--- src/rtl/bcd_cnt_pkg.sv ---
// Shared definitions for the BCD up/down counter.
//   bcd_digit_t    : one BCD digit (4 bits, legal values 0..9)
//   BCD_MAX_DIGITS : widest counter supported
//   BCD_DIGIT_MAX  : largest legal digit value
//   to_bcd()       : integer to packed BCD, intended for elaboration-time constants only
package bcd_cnt_pkg;

  localparam int BCD_MAX_DIGITS = 4;
  localparam int BCD_DIGIT_MAX  = 9;

  typedef logic [3:0] bcd_digit_t;

  // Digit 0 lands in bits [3:0]. Used only to build localparams, so the
  // divide/modulo never becomes hardware.
  function automatic logic [4*BCD_MAX_DIGITS-1:0] to_bcd(input int value);
    logic [4*BCD_MAX_DIGITS-1:0] r;
    int v;
    r = '0;
    v = value;
    for (int i = 0; i < BCD_MAX_DIGITS; i++) begin
      r[4*i +: 4] = 4'(v % 10);
      v = v / 10;
    end
    return r;
  endfunction

endpackage

--- src/rtl/bcd_updown_counter_mod_digit.sv ---
// One BCD digit of the up/down counter.
// Ports:
//   clk, reset_n   : clock, asynchronous active-low reset (digit -> 0)
//   load           : overwrite digit with load_digit (has priority over step_in)
//   load_digit     : value to load
//   step_in        : carry-in (up) / borrow-in (down) from the lower digit,
//                    or the count strobe for digit 0
//   up             : 1 = increment, 0 = decrement
//   digit          : registered digit value
//   step_out       : combinational carry/borrow to the next digit
// Terminal and wrap decisions live in the top level; this cell only ripples.
module bcd_digit_cell
  import bcd_cnt_pkg::*;
(
  input  logic       clk,
  input  logic       reset_n,
  input  logic       load,
  input  bcd_digit_t load_digit,
  input  logic       step_in,
  input  logic       up,
  output bcd_digit_t digit,
  output logic       step_out
);

  logic at_top;
  logic at_bottom;

  assign at_top    = (digit == 4'(BCD_DIGIT_MAX));
  assign at_bottom = (digit == 4'd0);

  // 9 -> 0 on increment and 0 -> 9 on decrement pass the step upward.
  assign step_out = step_in && (up ? at_top : at_bottom);

  always_ff @(posedge clk or negedge reset_n) begin
    if (!reset_n) begin
      digit <= 4'd0;
    end else if (load) begin
      digit <= load_digit;
    end else if (step_in) begin
      if (up) begin
        digit <= at_top ? 4'd0 : digit + 4'd1;
      end else begin
        digit <= at_bottom ? 4'(BCD_DIGIT_MAX) : digit - 4'd1;
      end
    end
  end

endmodule

--- src/rtl/bcd_updown_counter_mod.sv ---
// Loadable up/down BCD counter, DIGITS digits, counting 0..MODULO-1.
// Ports:
//   clk, reset_n   : clock, asynchronous active-low reset (count/carry/done -> 0)
//   tick           : single-cycle count strobe
//   up             : direction sampled with tick (1 = up, 0 = down)
//   load           : synchronous load, wins over tick; out-of-range values clamp to MODULO-1
//   load_value     : BCD value to load, digit 0 in [3:0]
//   count          : registered BCD count, digit 0 in [3:0]
//   carry          : registered one-cycle pulse on wrap/borrow (or arrival at terminal)
//   done           : terminal-hold flag, 0 unless BCD_CNT_STOP_AT_TERMINAL_EN is defined
// Build option:
//   BCD_CNT_STOP_AT_TERMINAL_EN : timer mode -- stop at MODULO-1 (up) or 0 (down),
//                                 raise done, never wrap.
// Handshake: tick and load are plain strobes, one event per high cycle, no
// back-pressure; every high cycle is acted on.
module bcd_updown_counter_mod
  import bcd_cnt_pkg::*;
#(
  parameter int DIGITS = 2,
  parameter int MODULO = 60
) (
  input  logic                clk,
  input  logic                reset_n,
  input  logic                tick,
  input  logic                up,
  input  logic                load,
  input  logic [4*DIGITS-1:0] load_value,
  output logic [4*DIGITS-1:0] count,
  output logic                carry,
  output logic                done
);

  localparam int W = 4 * DIGITS;

  generate
    if (DIGITS < 1 || DIGITS > BCD_MAX_DIGITS || MODULO < 2 || MODULO > 10 ** DIGITS) begin : g_bad_params
      $error("bcd_updown_counter_mod: illegal DIGITS/MODULO combination");
    end
  endgenerate

  localparam logic [4*BCD_MAX_DIGITS-1:0] MAX_FULL = to_bcd(MODULO - 1);
  localparam logic [W-1:0]                MAX_BCD  = MAX_FULL[W-1:0];

  logic         at_max;
  logic         at_zero;
  logic         digits_ok;
  logic         load_ok;
  logic         cell_load;
  logic [W-1:0] cell_value;
  logic [DIGITS:0] step_chain;
  logic         carry_d;
  logic         unused_top_ripple;

  assign at_max  = (count == MAX_BCD);
  assign at_zero = (count == '0);

  always_comb begin
    digits_ok = 1'b1;
    for (int i = 0; i < DIGITS; i++) begin
      if (load_value[4*i +: 4] > 4'(BCD_DIGIT_MAX)) digits_ok = 1'b0;
    end
  end

  // With every digit in 0..9, packed BCD orders the same way as the number
  // it encodes, so a plain unsigned compare against MAX_BCD is a range check.
  assign load_ok = digits_ok && (load_value <= MAX_BCD);

`ifdef BCD_CNT_STOP_AT_TERMINAL_EN
  localparam logic [4*BCD_MAX_DIGITS-1:0] PRE_FULL = to_bcd(MODULO - 2);
  localparam logic [W-1:0]                PRE_BCD  = PRE_FULL[W-1:0];
  localparam logic [W-1:0]                ONE_BCD  = W'(1);

  logic done_d;
  logic at_pre_max;
  logic at_one;

  assign at_pre_max = (count == PRE_BCD);
  assign at_one     = (count == ONE_BCD);

  always_comb begin
    cell_load     = 1'b0;
    cell_value    = '0;
    step_chain[0] = 1'b0;
    carry_d       = 1'b0;
    done_d        = done;
    if (load) begin
      cell_load  = 1'b1;
      cell_value = load_ok ? load_value : MAX_BCD;
      done_d     = 1'b0;
    end else if (tick) begin
      if (up ? at_max : at_zero) begin
        // Already sitting on the terminal for this direction: hold.
        done_d = 1'b1;
      end else begin
        step_chain[0] = 1'b1;
        done_d        = 1'b0;
        if (up ? at_pre_max : at_one) begin
          // This tick arrives at the terminal.
          done_d  = 1'b1;
          carry_d = 1'b1;
        end
      end
    end
  end

  always_ff @(posedge clk or negedge reset_n) begin
    if (!reset_n) begin
      done <= 1'b0;
    end else begin
      done <= done_d;
    end
  end
`else
  always_comb begin
    cell_load     = 1'b0;
    cell_value    = '0;
    step_chain[0] = 1'b0;
    carry_d       = 1'b0;
    if (load) begin
      cell_load  = 1'b1;
      cell_value = load_ok ? load_value : MAX_BCD;
    end else if (tick) begin
      // Wraps are forced as loads so the digit cells never need to know MODULO.
      if (up && at_max) begin
        cell_load = 1'b1;
        carry_d   = 1'b1;
      end else if (!up && at_zero) begin
        cell_load  = 1'b1;
        cell_value = MAX_BCD;
        carry_d    = 1'b1;
      end else begin
        step_chain[0] = 1'b1;
      end
    end
  end

  assign done = 1'b0;
`endif

  generate
    for (genvar i = 0; i < DIGITS; i++) begin : g_digit
      bcd_digit_cell u_cell (
        .clk        (clk),
        .reset_n    (reset_n),
        .load       (cell_load),
        .load_digit (cell_value[4*i +: 4]),
        .step_in    (step_chain[i]),
        .up         (up),
        .digit      (count[4*i +: 4]),
        .step_out   (step_chain[i+1])
      );
    end
  endgenerate

  // A ripple out of the top digit can only happen at the terminal, which is
  // handled above as a wrap/hold, so it is never consumed.
  assign unused_top_ripple = step_chain[DIGITS];

  always_ff @(posedge clk or negedge reset_n) begin
    if (!reset_n) begin
      carry <= 1'b0;
    end else begin
      carry <= carry_d;
    end
  end

endmodule

--- config.mk ---
export PLATFORM = sky130hd
export DESIGN_NAME = bcd_updown_counter_mod
export DESIGN_NICKNAME = d
export VERILOG_FILES = /design/src/rtl/bcd_cnt_pkg.sv /design/src/rtl/bcd_updown_counter_mod_digit.sv /design/src/rtl/bcd_updown_counter_mod.sv
export SDC_FILE = /design/constraint.sdc
export NUM_CORES = 1
export LEC_CHECK = 0
export ABC_AREA = 0
export CAP_MARGIN = 25
export CORE_MARGIN = 4
export CORE_UTILIZATION = 45
export CTS_BUF_LIST = sky130_fd_sc_hd__clkbuf_4 sky130_fd_sc_hd__clkbuf_8 sky130_fd_sc_hd__clkbuf_16
export CTS_CLUSTER_SIZE = 12
export DETAILED_ROUTE_END_ITERATION = 8
export PLACE_DENSITY_LB_ADDON = 0.2
export SLEW_MARGIN = 20
export SYNTH_ARGS = -nofsm -noshare
export SYNTH_HDL_FRONTEND = slang
export SYNTH_SLANG_ARGS = --single-unit
--- constraint.sdc ---
create_clock -name clk -period 3 [get_ports clk]
set_input_delay 0.6 -clock clk [delete_from_list [all_inputs] [get_ports clk]]
set_output_delay 0.6 -clock clk [all_outputs]
set_load 0.01 [all_outputs]
==> metrics list <==
- The synthesized design contains 0 enable-type register cells.
- In this run the tool buffered the top-level ports with 21 buffer cells.
- At the end of routability-driven placement, the weighted congestion stood at ~0.81.
- Setup Total Neg Slack: 0 ns
- In this run the worst path has a maximum fanout of 15.
- Critical setup path kind: input pin to register
- Across the VDD grid, the largest voltage drop is approximately 0.00038 V.
- Pins over their slew limit: 0
* Terminus of the critical flop-to-flop path: g_digit[1].u_cell.digit[2]
- Tightest hold margin: 0.6467 ns
* Mean area per synthesized cell: 8.404 um^2
- Number of filler cells placed in the layout: 182
* Cell accounting for the most synthesized area: dfrtp_1
- The pre-antenna-repair detailed-routing pass consisted of 4 iterations.
- The final route contains a little over 900 vias.
- Area taken by multi-input logic gates: around 640 um^2
- STA classifies the critical path startpoint as an input pin.
- Portion of total power attributed to combinational logic: between 40% and 50%
- Top cells by instance count after synthesis: 11 x nor2_1, 9 x dfrtp_1, 6 x a21oi_1, 6 x buf_2
* TritonCTS clock tree: done
* Fin cells: around 150
- Detailed placement ended at an HPWL of about 1600 um.
- Least-Margin Pin Slew: ~0.55 ns
- The clock passes through at most 2 buffers.
- Number of buffers created by CTS: 3
- The number of different library cells used by synthesis comes to 51.
- Flip-flop and latch count after synthesis: 9
- Placed cells: 150
- Drt wl/cell: 14.79 um
* Ratio of cells with drive above 1 in the final layout: between 10% and 20%
- Per report_power, the sequential group accounts for 36.9% of the total.
- Clock network fraction of design power: 19.6%
- The die is 53.94 um wide.
- The final critical path takes up 74.06% of the cycle.
- The sequential cells in the finished layout cover a total of between 200 and 250 um^2.
- DRC violation count after routing: 0
* Synth Net Count: between 100 and 150
- Measured in cells, the most critical reg-to-reg path has a length of 5.
- Area of the core region: between 0.0015 and 0.002 mm^2
- In this run the remaining antenna-violating nets after routing total 0.
* Count of instances resized after the clock tree is built: 0
* First-pass GRT wire length: 3877 um
- Buffers added to address setup during post-CTS repair amount to 0.
- Routed via count divided by cell count: between 5 and 6
* Crit path DAT: approximately 2.4 ns
- In this run the number of H-tree levels came out at 1.
* Max-cap check violation count: 0
- Net switching power: between 200 and 250 uW
- Count of routing violations after the opening detailed-route iteration: 21
- The number of antenna violations at the first check in global routing is 0.
- After technology mapping, the gate count stands at between 100 and 150.
* Run status: finished clean
* Wire length reported by the detailed router: ~2300 um
- 0 antenna diodes ended up in the layout.
- Aggregate global-route resource usage: roughly 18%
- For this run, the register share of the synthesized area comes to a little under a quarter.
- Internal cell power: ~330 uW
* Placement Rows: 16
* Hold buffer count at cts: 0
- Starting Density: between 40% and 50%
- Worst Skew: approximately 0.0023 ns
- Worst-case headroom to the max-slew limit: a little under two thirds
* Pin count of the biggest net entering global routing: 16
- Boundary Pins: 23
- Synthesized cell area: around 950 um^2
- In this run the power density over the cells is around 470 mW/mm^2.
* Required arrival time at the worst endpoint: 3.19 ns
- Compared with the post-synthesis result, the final layout area differs by 22.13%.
- Of the total power, the share spent switching nets is between 30 and 40%.
- Final hold violation count: 0
- In the synthesized netlist the async set-or-reset flop fraction comes to between 90% and 100%.
- Summed over its instances, the top area cell type makes up approximately a quarter of the synthesized netlist area.
- During synthesis, Yosys emitted a total of 0 warnings.
* Via count of the first global-routing pass: around 850
* Count of nets after finishing: ~140
- After layout, the minimum clock period comes to 2.222 ns.
- Main area contributors after synthesis: dfrtp_1 24%, nor2_1 4.3%, xnor2_1 3.7%, a21oi_1 3.2%, buf_2 3.2%
* Die footprint: around 0.0029 mm^2
* R2r setup slk: 1.28 ns
- Total leakage power: 0.0004211 uW
* Skew-Pair Late Insertion Delay: 0.26 ns
- Origin of the critical flop-to-flop path: g_digit[0].u_cell.digit[3]
- Cell with the most instances after synthesis: nor2_1
* Worst hold-check path type: input pin to asynchronous set/reset pin
- Peak clock frequency supported by timing: approximately 450 MHz
- Endpoints failing setup: 0
- Sinks on Clock Net: 9
- Die height: around 54 um
- After global routing the overflow that remains totals 0.
- After clock tree synthesis, the clock-pin slew on the worst setup and hold paths is roughly 0.070 ns.
- The root buffer cell chosen for the clock tree is clkbuf_4.
- Primary flip-flop cell chosen by synthesis mapping: dfrtp_1
- The worst setup path is captured at a register.
- Setup repair after global routing missed its margin: no
[per-stage QoR]
step | total power [uW] | utilization, % | area [um^2] | setup slack [ns]
floorplan | 365.7 | - | 949.7 | 1.346
global placement | 430.9 | 57.01 | 1130 | 0.5678
detailed placement | 436.2 | 57.01 | 1130 | 0.5178
CTS | 544.8 | 58.52 | 1160 | 0.7802
global route | 580.5 | 58.52 | 1160 | 0.6493
finish | 540.7 | 58.52 | 1160 | 0.7781
[cells by family (layout without fill, tap and decap cells)]
group           after synthesis  after routing  share of synthesized area (%)
compound gates               41             41                          31.36
xor+xnor                      5              5                          4.611
buf+inv                      16             30                          9.091
flops                         9              9                          23.72
other cells                   1              1                         0.3949
simple gates                 41             41                          30.83
[area by class of cell]
type,count,share of cell area (%)
Timing Repair Buffer,22,18.77
Sequential cell,9,19.42
Tap cell,27,2.913
Inverter,4,1.295
Clock buffer,4,2.589
Multi-Input combinational cell,88,55.02
[layout by cell type (no fill, tap or decap), types with 2 or more instances in the layout]
cell / instances
clkdlybuf4s50_1: 21
nor2_1: 11
dfrtp_1: 9
a21oi_1: 6
o21ai_0: 5
nand2_1: 5
inv_1: 4
o21ai_1: 4
xnor2_1: 4
clkbuf_4: 4
nor3_1: 3
nand3_1: 3
a31oi_1: 3
nor2b_1: 2
a211oi_1: 2
nand3b_1: 2
nor4_1: 2
o31ai_1: 2
o211ai_1: 2
a221o_1: 2
a22oi_1: 2
[power groups by stage]
stage | combinational, uW | sequential (uW) | clock (uW)
2_1_floorplan | 199 | 167 | 0
5_1_grt | 261 | 208 | 112
4_1_cts | 237 | 199 | 108
6_report | 235 | 199 | 106
3_5_place_dp | 235 | 201 | 0
3_3_place_gp | 232 | 199 | 0
[critical path: stages]
cell and delay (ns):
clkdlybuf4s50_1 0.68, and3_1 0.34, o21ai_2 0.25, nor2_4 0.08
a221o_1 0.32, a2bb2oi_2 0.13
[registers in the layout (all words and copies together), names as in the netlist]
register	flops
carry	1
g_digit.u_cell.digit	8
[per-layer routing]
metal  track usage (%)  vias to the layer above  part of all wire, %
met5                 0                        -                    0
met4             5.532                        0                  1.0
met3             2.216                        4                  5.0
li1                  -                      451                    -
met2             27.22                       28                   46
met1             26.09                      426                   48
[worst max-delay path by stage]
stage | start | to | slack (ns)
6_report | up | g_digit[1].u_cell.digit[1] | 0.78
5_1_grt | up | g_digit[1].u_cell.digit[1] | 0.65
4_1_cts | g_digit[0].u_cell.digit[0] | count[0] | 0.78
3_5_place_dp | up | g_digit[1].u_cell.digit[1] | 0.52
3_3_place_gp | up | g_digit[1].u_cell.digit[1] | 0.57
2_1_floorplan | up | g_digit[1].u_cell.digit[2] | 1.35
(Power assumes the default switching activity.)
